`config.mk`:
```
export PLATFORM = sky130hd
export DESIGN_NAME = xgmii_rx_latency
export DESIGN_NICKNAME = d
export VERILOG_FILES = /design/src/rtl/measure_pkg.sv /design/src/rtl/xgmii_ctrl_decode.sv /design/src/rtl/xgmii_rx_latency.sv
export SDC_FILE = /design/constraint.sdc
export NUM_CORES = 1
export LEC_CHECK = 0
export ABC_AREA = 1
export CORE_MARGIN = 2
export CORE_UTILIZATION = 30
export CTS_CLUSTER_SIZE = 24
export DETAILED_ROUTE_END_ITERATION = 8
export PLACE_DENSITY_LB_ADDON = 0.3
export SETUP_SLACK_MARGIN = 0.2
export SLEW_MARGIN = 25
export SYNTH_ARGS = -nofsm -noshare
export SYNTH_HDL_FRONTEND = slang
export SYNTH_SLANG_ARGS = --single-unit
```
`constraint.sdc`:
```
create_clock -name sys_clk -period 1.85 [get_ports sys_clk]
set_input_delay 0.185 -clock sys_clk [delete_from_list [all_inputs] [get_ports sys_clk]]
set_output_delay 0.185 -clock sys_clk [all_outputs]
set_load 0.03 [all_outputs]
```
`src/rtl/measure_pkg.sv`:
```
// Shared XGMII control characters, receive FSM states and decoded control flags
// for the latency measurement block.
package measure_pkg;

  localparam logic [7:0] XGMII_START = 8'hFB;
  localparam logic [7:0] XGMII_TERM  = 8'hFD;
  localparam logic [7:0] XGMII_ERROR = 8'hFE;
  localparam logic [7:0] XGMII_IDLE  = 8'h07;

  localparam int unsigned WC_W = 4;

  typedef enum logic [1:0] {
    ST_IDLE,
    ST_HDR,
    ST_PAYLOAD,
    ST_DROP
  } rx_state_e;

  typedef struct packed {
    logic sof;
    logic term;
    logic err;
  } ctrl_flags_t;

endpackage

```
`src/rtl/xgmii_ctrl_decode.sv`:
```
// Combinational decode of one 64-bit XGMII word into start, terminate and error flags.
module xgmii_ctrl_decode
  import measure_pkg::*;
(
  input  logic [63:0]  rxd,
  input  logic [7:0]   rxc,
  output ctrl_flags_t  flags_c
);

  // Start is only legal in lane 0; terminate/error may sit in any control lane
  always_comb begin
    flags_c     = '0;
    flags_c.sof = (rxc == 8'h01) && (rxd[7:0] == XGMII_START);
    for (int n = 0; n < 8; n++) begin
      if (rxc[n] && (rxd[8*n +: 8] == XGMII_TERM))  flags_c.term = 1'b1;
      if (rxc[n] && (rxd[8*n +: 8] == XGMII_ERROR)) flags_c.err  = 1'b1;
    end
  end

endmodule

```
`src/rtl/xgmii_rx_latency.sv`:
```
// Receive-side one-way latency measurement on XGMII measurement frames.
// Define RX_LATENCY_STATS_EN to build the min/max latency trackers.
module xgmii_rx_latency
  import measure_pkg::*;
#(
  parameter int unsigned TS_W       = 32,
  parameter logic [31:0] MAGIC      = 32'hA5A5_5A5A,
  parameter int unsigned MAGIC_WORD = 6
) (
  input  logic            sys_clk,
  input  logic            sys_rst,
  input  logic [63:0]     xgmii_rxd,
  input  logic [7:0]      xgmii_rxc,
  input  logic [TS_W-1:0] global_counter,
  input  logic            clear,
  output logic [TS_W-1:0] latency,
  output logic            latency_valid,
  output logic [31:0]     pkt_count,
  output logic [15:0]     err_count,
  output logic [TS_W-1:0] lat_min,
  output logic [TS_W-1:0] lat_max
);

  localparam int unsigned CNT_W = 32;
  localparam int unsigned ERR_W = 16;
  localparam int unsigned IDX_W = WC_W + 1;

  ctrl_flags_t       flags_c;
  rx_state_e         state, nxt_state_c;
  logic [WC_W-1:0]   word_cnt;
  logic [IDX_W-1:0]  word_idx_c;
  logic              at_magic_c, magic_ok_c;
  logic              start_c, capture_tx_c, commit_c, err_inc_c, wc_inc_c;
  logic [TS_W-1:0]   ts_rx, ts_tx, lat_new_c;

  xgmii_ctrl_decode u_decode (
    .rxd     (xgmii_rxd),
    .rxc     (xgmii_rxc),
    .flags_c (flags_c)
  );

  // word_cnt holds the index of the previous word; the current word is one beyond it
  assign word_idx_c = IDX_W'(word_cnt) + IDX_W'(1);
  assign at_magic_c = (word_idx_c == IDX_W'(MAGIC_WORD));
  assign magic_ok_c = (xgmii_rxd[31:0] == MAGIC);
  assign lat_new_c  = ts_rx - ts_tx;

  always_ff @(posedge sys_clk) begin
    if (sys_rst) state <= ST_IDLE;
    else         state <= nxt_state_c;
  end

  always_comb begin
    nxt_state_c  = state;
    start_c      = 1'b0;
    capture_tx_c = 1'b0;
    commit_c     = 1'b0;
    err_inc_c    = 1'b0;
    wc_inc_c     = 1'b0;
    case (state)
      ST_IDLE: begin
        if (flags_c.sof) begin
          start_c     = 1'b1;
          nxt_state_c = ST_HDR;
        end
      end
      ST_HDR: begin
        wc_inc_c = 1'b1;
        if (flags_c.sof) begin
          start_c     = 1'b1;
          err_inc_c   = 1'b1;
          nxt_state_c = ST_HDR;
        end else if (flags_c.err) begin
          err_inc_c   = 1'b1;
          nxt_state_c = flags_c.term ? ST_IDLE : ST_DROP;
        end else if (flags_c.term) begin
          nxt_state_c = ST_IDLE;
        end else if (at_magic_c) begin
          capture_tx_c = magic_ok_c;
          nxt_state_c  = magic_ok_c ? ST_PAYLOAD : ST_DROP;
        end
      end
      ST_PAYLOAD: begin
        if (flags_c.sof) begin
          start_c     = 1'b1;
          err_inc_c   = 1'b1;
          nxt_state_c = ST_HDR;
        end else if (flags_c.err) begin
          err_inc_c   = 1'b1;
          nxt_state_c = flags_c.term ? ST_IDLE : ST_DROP;
        end else if (flags_c.term) begin
          commit_c    = 1'b1;
          nxt_state_c = ST_IDLE;
        end
      end
      ST_DROP: begin
        if (flags_c.sof) begin
          start_c     = 1'b1;
          err_inc_c   = 1'b1;
          nxt_state_c = ST_HDR;
        end else if (flags_c.term) begin
          nxt_state_c = ST_IDLE;
        end
      end
      default: nxt_state_c = ST_IDLE;
    endcase
  end

  // Timestamps, word counter, latency result and saturating frame counters
  always_ff @(posedge sys_clk) begin
    if (sys_rst) begin
      ts_rx         <= '0;
      ts_tx         <= '0;
      word_cnt      <= '0;
      latency       <= '0;
      latency_valid <= 1'b0;
      pkt_count     <= '0;
      err_count     <= '0;
    end else begin
      latency_valid <= commit_c;
      if (commit_c) latency <= lat_new_c;
      if (start_c) begin
        ts_rx    <= global_counter;
        word_cnt <= '0;
      end else if (wc_inc_c && (word_cnt != '1)) begin
        word_cnt <= word_cnt + WC_W'(1);
      end
      if (capture_tx_c) ts_tx <= TS_W'(xgmii_rxd[63:32]);
      if (clear) begin
        pkt_count <= '0;
        err_count <= '0;
      end else begin
        if (commit_c && (pkt_count != '1))  pkt_count <= pkt_count + CNT_W'(1);
        if (err_inc_c && (err_count != '1)) err_count <= err_count + ERR_W'(1);
      end
    end
  end

`ifdef RX_LATENCY_STATS_EN
  always_ff @(posedge sys_clk) begin
    if (sys_rst || clear) begin
      lat_min <= '1;
      lat_max <= '0;
    end else if (commit_c) begin
      if (lat_new_c < lat_min) lat_min <= lat_new_c;
      if (lat_new_c > lat_max) lat_max <= lat_new_c;
    end
  end
`else
  assign lat_min = '1;
  assign lat_max = '0;
`endif

endmodule

```
==> results of run 1 <==
==> worst paths after layout <==
path | to
min reg2reg | err_count[4]
max | latency[30]
max reg2reg | latency[30]
min | ts_tx[9]
==> kinds of logic (layout without fill, tap and decap cells) <==
group	after synthesis	in the layout
xor gates and xnor gates	56	56
AOI/OAI and AO/OA	238	238
and+or+nand+nor	777	780
DFF	151	151
buffers and inverters	259	621
other	2	70
adders and majority gates	41	41
==> worst min-delay path: stages <==
cell and delay (ps):
clkbuf_2 150, nor2_4 50, nor3_2 90
==> area by class of cell <==
cell class	instances	area [sq um]	share of cell area, %
multi-input cells	1179	8540	48.5
repair buffers	441	4220	24.0
flip-flops and latches	151	3150	17.9
inverters	148	574	3.26
well taps	442	553	3.14
clock buffers	20	457	2.59
clock inverters	12	92.6	0.526
diodes	6	15.0	0.0853
==> timing repair <==
item	in CTS	in global routing
hold buffers	0	0
cloned	13	2
pin swaps	122	178
resized for setup	470	444
setup buffers	45	27
setup endpoints to repair	181	128
==> synth_stat cells (4+ instances only) <==
cell / count / share of area, %
a21oi_1: 142 / 7.2
inv_1: 145 / 5.5
a21boi_0: 4 / 0.30
nand3_1: 103 / 5.2
clkbuf_1: 22 / 0.84
or2_2: 6 / 0.38
nor4_1: 6 / 0.38
xnor2_1: 27 / 2.4
buf_6: 4 / 0.46
dfxtp_1: 151 / 31
nand2_1: 294 / 11
xor2_1: 29 / 2.6
buf_4: 68 / 5.2
nor2_1: 255 / 9.7
nor3_1: 63 / 3.2
buf_2: 16 / 0.81
o21ai_0: 78 / 4.0
nor2_2: 6 / 0.38
ha_1: 40 / 5.1
nand4_1: 23 / 1.5
nand3b_1: 11 / 0.84
o21bai_1: 6 / 0.46
==> metal layers <==
metal / vias up / wire length [um] / track usage [%]
li1: 5670 / - / -
met1: 5439 / 16300 / 25.4
met5: - / 24 / 0
met4: 4 / 1330 / 8.25
met2: 360 / 19600 / 36.3
met3: 96 / 2040 / 4.31
==> through the flow <==
stage / utilization [%] / hold slack, ps
2_1_floorplan: - / 352
3_3_place_gp: 41.3 / 469
3_5_place_dp: 41.3 / 477
4_1_cts: 48.5 / 197
5_1_grt: 54.2 / 81.9
6_report: 54.2 / 85.8
==> where the power goes <==
part / total [mW] / internal (mW) / leakage, nW / switching (mW)
Sequential: 3.24 / 3.23 / 1.26 / 0.0103
Clock: 3.31 / 1.80 / 0.271 / 1.51
Combinational: 0.792 / 0.307 / 6.27 / 0.484
Total: 7.34 / 5.34 / 7.80 / 2.00
==> registers in the layout, indices dropped and copies added (netlist names) <==
name,cells
ts_rx,32
latency_valid,1
err_count,16
word_cnt,4
state,2
latency,32
ts_tx,32
pkt_count,32
==> run_results.csv, run 1 <==
group,metric,value,unit
critical_path,rr_startpoint,"ts_tx[9]",
drt,wl_per_cell,16.4,um
drt,via_count,11600,
synth,syn_avg_cell_area,6.47,sq um
layout,stdcell_area,17600,sq um
layout,syn_to_final_growth,78.4,%
global_routing,overflow,0,
layout,final_cell_mix,"nand2_1, buf_4, nor2_1",
critical_path,slowest_delay,340,ps
hold_path,hp-start,"xgmii_rxd[41]",
pwr,p_leak,7.80,nW
synth,ys_ff_latch,151,
synth,syn_inst,1524,
drt,wirelength,39300,um
pwr,vdd_drop_max,0.000647,V
synth,ys_async_sr_fraction,0,%
synth,ys_types,36,
timing,post-route-period-util,105,%
critical_path,crit_slowest_cell,"dfxtp_1",
clock_tree,cts_buffers,17,
clock_tree,cts_root_buf,"clkbuf_16",
place,dp_hpwl,26000,um
synth,synth_edf_count,0,
synth,yosys.area_share.simple,33.6,%
drt,drtAntennaViolNets,0,
floorplan,die_w,185,um
floorplan,core-area,32500,sq um
synth,synth_warnings,0,
timing,slew_viol_final,0,
critical_path,path_max_fanout,4,
synth,synth-adder-area-share,5.28,%
layout,final_common_cell,"nand2_1",
clock_tree,clk_latency,440,ps
floorplan,start_util,30.4,%
synth,synth_compound_area_share,12.5,%
timing,worst_slew_pin_slew,552,ps
critical_path,crit_buf_inv,3,
synth,synth_ff_type,"dfxtp_1",
drt,drt_iter0_markers,671,
timing,rsz0062_at_grt,"true",
synth,synth_xor_area_share,4.97,%
global_routing,grt_antenna_before_repair,8,
place,place_inst,2274,
critical_path,critical_path_class,"reg2reg",
critical_path,cp_common_cell,"nand2_1",
synth,synth_top_family_by_area,"simple AND/OR/NAND/NOR gates",
place,place_area,13400,sq um
clock_tree,htreeDepth,4,
place,numPortBuffers,187,
critical_path,crit_arrival,2270,ps
critical_path,r2r.worst_path.cells,13,
critical_path,crit_path_end_kind,"flop",
place,gp_congestion,0.894,
global_routing,grt_max_degree,61,
pwr,totalPowerFinal,7.34,mW
global_routing,grt_pass1_wl,56300,um
clock_tree,cts_tree,"built",
timing,slew_headroom,63.2,%
synth,syn-cell-area,9870,sq um
global_routing,grt.total_usage,21.0,%
hold_path,hold_class,"in2reg",
floorplan,ioPinCount,252,
drt,routed_via_density,4.82,
place,pre_cts_ws,-549,ps
run_status,status,"finished with violations",
floorplan,rows,66,
timing,clock-skew-final,13.8,ps
floorplan,dieArea,34400,sq um
clock_tree,cts_sinks,151,
clock_tree,clk_pin_slew,70,ps
synth,seq_area_frac_synth,30.6,%
critical_path,cp_top_family,"simple AND/OR/NAND/NOR gates",
layout,fill_cells,2915,
floorplan,die_h,185,um
global_routing,grt_pass1_vias,11000,
drt,drcViolationCount,0,
pwr,powerDensity,417,nW/um^2
timing,setup_viol,11,
synth,synth.area.mux_share,0,%
layout,nNetsFinal,2086,
run,cap_violations,0,
layout,drive_gt1_share,44.0,%
critical_path,start_kind,"flop",
critical_path,critPathRequiredTime,2180,ps
timing,max_freq,517,MHz
timing,timing.final.ws_setup,-85.7,ps
timing,setup_tns,-509,ps
critical_path,crit_path_cell_trace,"inv_1 > ha_4 > nand2_1 > nor2_1 > nand2_1 > inv_1 > nand2_1 > nand3_2 > nand2_2 > nand3_2 > nand2_1 > o21ai_1 > inv_1",
layout,final_cells,2399,
critical_path,critical_path.startpoint,"ts_tx[9]",
critical_path,cp.depth,13,
hold_path,worstHoldPathCells,3,
run_status,violations,"setup timing",
critical_path,r2r_slack,-90,ps
timing,final_hold_viol_count,0,
timing,fin_crit,1940,ps
drt,drtPass1Iterations,5,
clock_tree,clockBufferDepth,2,
Power figures use the tool's default switching activity.
==> run 2, diff against run 1 <==
- RECOVER_POWER: unset -> 100
==> run 2 against run 1 <==
  * The run still ends with setup timing left
  * Cell count stayed put
  * First-iteration DRC count rose by 6.9%
  * Critical path depth decreased by 1
  * Worst setup slack improved by 8.2 ps
  * Clock skew is essentially flat
  * Fmax grew 0.42%
  * Combinational power is essentially flat
  * Sequential power is essentially flat
  * Die area is the same
  * Worst hold slack worse by 0.85 ps
  * Final area down 0.89%
  * Routed wire length about the same
  * Largest cell class unchanged
  * Largest power group unchanged
  * Highest routed layer unchanged
==> run_results.csv, run 2 (synthesis results as in run 1) <==
group,metric,value,unit
timing,rsz0062_at_grt,"true",
floorplan,dieArea,34400,sq um
timing,post-route-period-util,104,%
pwr,vdd_drop_max,0.000649,V
layout,multi_input_area,8530,sq um
clock_tree,clk_pin_slew,70,ps
floorplan,core-area,32500,sq um
floorplan,rows,66,
global_routing,grt.total_usage,21.0,%
hold_path,hp-start,"xgmii_rxd[41]",
run,cap_violations,0,
layout,seq_area,3120,sq um
place,gp_congestion,0.894,
place,numPortBuffers,187,
run_status,status,"finished with violations",
critical_path,critical_path_class,"reg2reg",
layout,drive_gt1_share,43.1,%
clock_tree,cts_hold_buf,0,
drt,drtPass1Iterations,6,
layout,final_util,53.8,%
clock_tree,cts_sinks,151,
timing,final_hold_viol_count,0,
critical_path,r2r-end,"latency[28]",
global_routing,overflow,0,
layout,final_common_cell,"nand2_1",
timing,hold_slack,85.0,ps
critical_path,start_kind,"flop",
layout,final_cell_mix,"nand2_1, buf_4, nor2_1",
global_routing,grt_pass1_vias,11000,
drt,routed_via_density,4.82,
critical_path,r2r_slack,-80,ps
hold_path,worstHoldPathCells,3,
timing,setup_viol,26,
global_routing,grt_max_degree,61,
drt,wl_per_cell,16.4,um
hold_path,hold_class,"in2reg",
clock_tree,cts_tree,"built",
clock_tree,htreeDepth,4,
timing,timing.final.ws_setup,-77.5,ps
critical_path,path_max_fanout,3,
drt,via_count,11600,
timing,clock-skew-final,14.3,ps
drt,drcViolationCount,0,
run_status,violations,"setup timing",
timing,slew_viol_final,0,
timing,worst_slew_pin_slew,552,ps
critical_path,crit_arrival,2260,ps
timing,slew_headroom,63.2,%
clock_tree,cts_buffers,17,
clock_tree,clk_latency,440,ps
clock_tree,clockBufferDepth,2,
critical_path,r2r.worst_path.cells,12,
critical_path,critPathRequiredTime,2180,ps
critical_path,crit_path_end_kind,"flop",
floorplan,start_util,30.4,%
pwr,p_leak,7.52,nW
timing,setup_tns,-609,ps
layout,fill_cells,2938,
hold_path,holdPathEnd,"ts_tx[9]",
timing,max_freq,519,MHz
place,place_inst,2274,
global_routing,grt_pass1_wl,56300,um
pwr,totalPowerFinal,7.35,mW
clock_tree,cts_root_buf,"clkbuf_16",
pwr,powerDensity,421,nW/um^2
drt,wirelength,39300,um
drt,drt_iter0_markers,717,
floorplan,ioPinCount,252,
floorplan,die_w,185,um
timing,fin_crit,1930,ps
drt,drtAntennaViolNets,0,
layout,final_cells,2399,
critical_path,rr_startpoint,"ts_rx[0]",
floorplan,die_h,185,um
global_routing,grt_antenna_before_repair,8,
layout,nNetsFinal,2086,
place,dp_hpwl,26000,um
layout,syn_to_final_growth,76.8,%
[run 2: changes by cell type in the layout (fill, tap and decap cells not counted)]
cell            previous run  this run
dfxtp_4                   19        11
dfxtp_1                   85        99
ha_2                       2         1
nor2_2                    36        35
inv_1                    105       107
dlymetal6s2s_1            15         2
dfxtp_2                   47        41
inv_2                     36        34
clkbuf_1                   1        14
ha_1                       3         4
nor2_1                   168       169
[run 2: worst max path at each step]
| stage | startpoint | endpoint | slack (ps) | cells after the start |
|---|---|---|---|---|
| floorplan | ts_rx[0] | latency[30] | 10 | 13 |
| global placement | xgmii_rxd[61] | pkt_count[16] | -510 | 14 |
| detailed placement | xgmii_rxd[63] | pkt_count[0] | -550 | 14 |
| CTS | ts_rx[0] | latency[30] | -100 | 13 |
| global route | ts_tx[12] | latency[30] | -180 | 13 |
| finish | ts_rx[0] | latency[28] | -80 | 12 |
[run 2: per-layer routing]
| layer | vias up | track usage, % | wire, um |
|---|---|---|---|
| li1 | 5677 | - | - |
| met1 | 5443 | 25.4 | 16400 |
| met2 | 350 | 36.3 | 19600 |
| met3 | 90 | 4.31 | 1970 |
| met4 | 4 | 8.25 | 1310 |
| met5 | - | 0 | 24 |
[run 2: critical path, stage by stage (launching register included)]
cell     delay (ps)
dfxtp_2         330
inv_2            40
ha_4            150
fa_2            380
o21ai_4         200
buf_6           130
a21oi_4          70
o21ai_2         200
nand2_2         100
nand3_2          70
nand3_2          70
nand2_1          60
inv_1            30
[run 2: power breakdown]
part / switching (mW) / leakage (nW) / internal [mW]
combinational: 0.484 / 6.00 / 0.306
clock: 1.50 / 0.271 / 1.80
sequential: 0.0102 / 1.25 / 3.24
total: 1.99 / 7.52 / 5.35
[run 2: repair_timing]
action,CTS,global route
pin swaps,122,178
gates resized for setup,470,444
setup endpoints to repair,181,128
cloned,13,2
setup buffers,45,27
[run 2: area by class of cell]
type / instances / area share, %
clock inverters: 12 / 0.531
clock buffers: 20 / 2.62
repair buffers: 441 / 23.5
well taps: 442 / 3.17
multi-input cells: 1179 / 48.9
inverters: 148 / 3.29
diodes: 6 / 0.0861
flip-flops and latches: 151 / 17.9
[run 2: through the flow]
stage | setup WS, ps | area, sq um
after floorplan | 11.4 | 10300
after global placement | -511 | 13400
after detailed placement | -549 | 13400
after CTS | -97.6 | 15800
after global routing | -177 | 17400
final | -77.5 | 17400
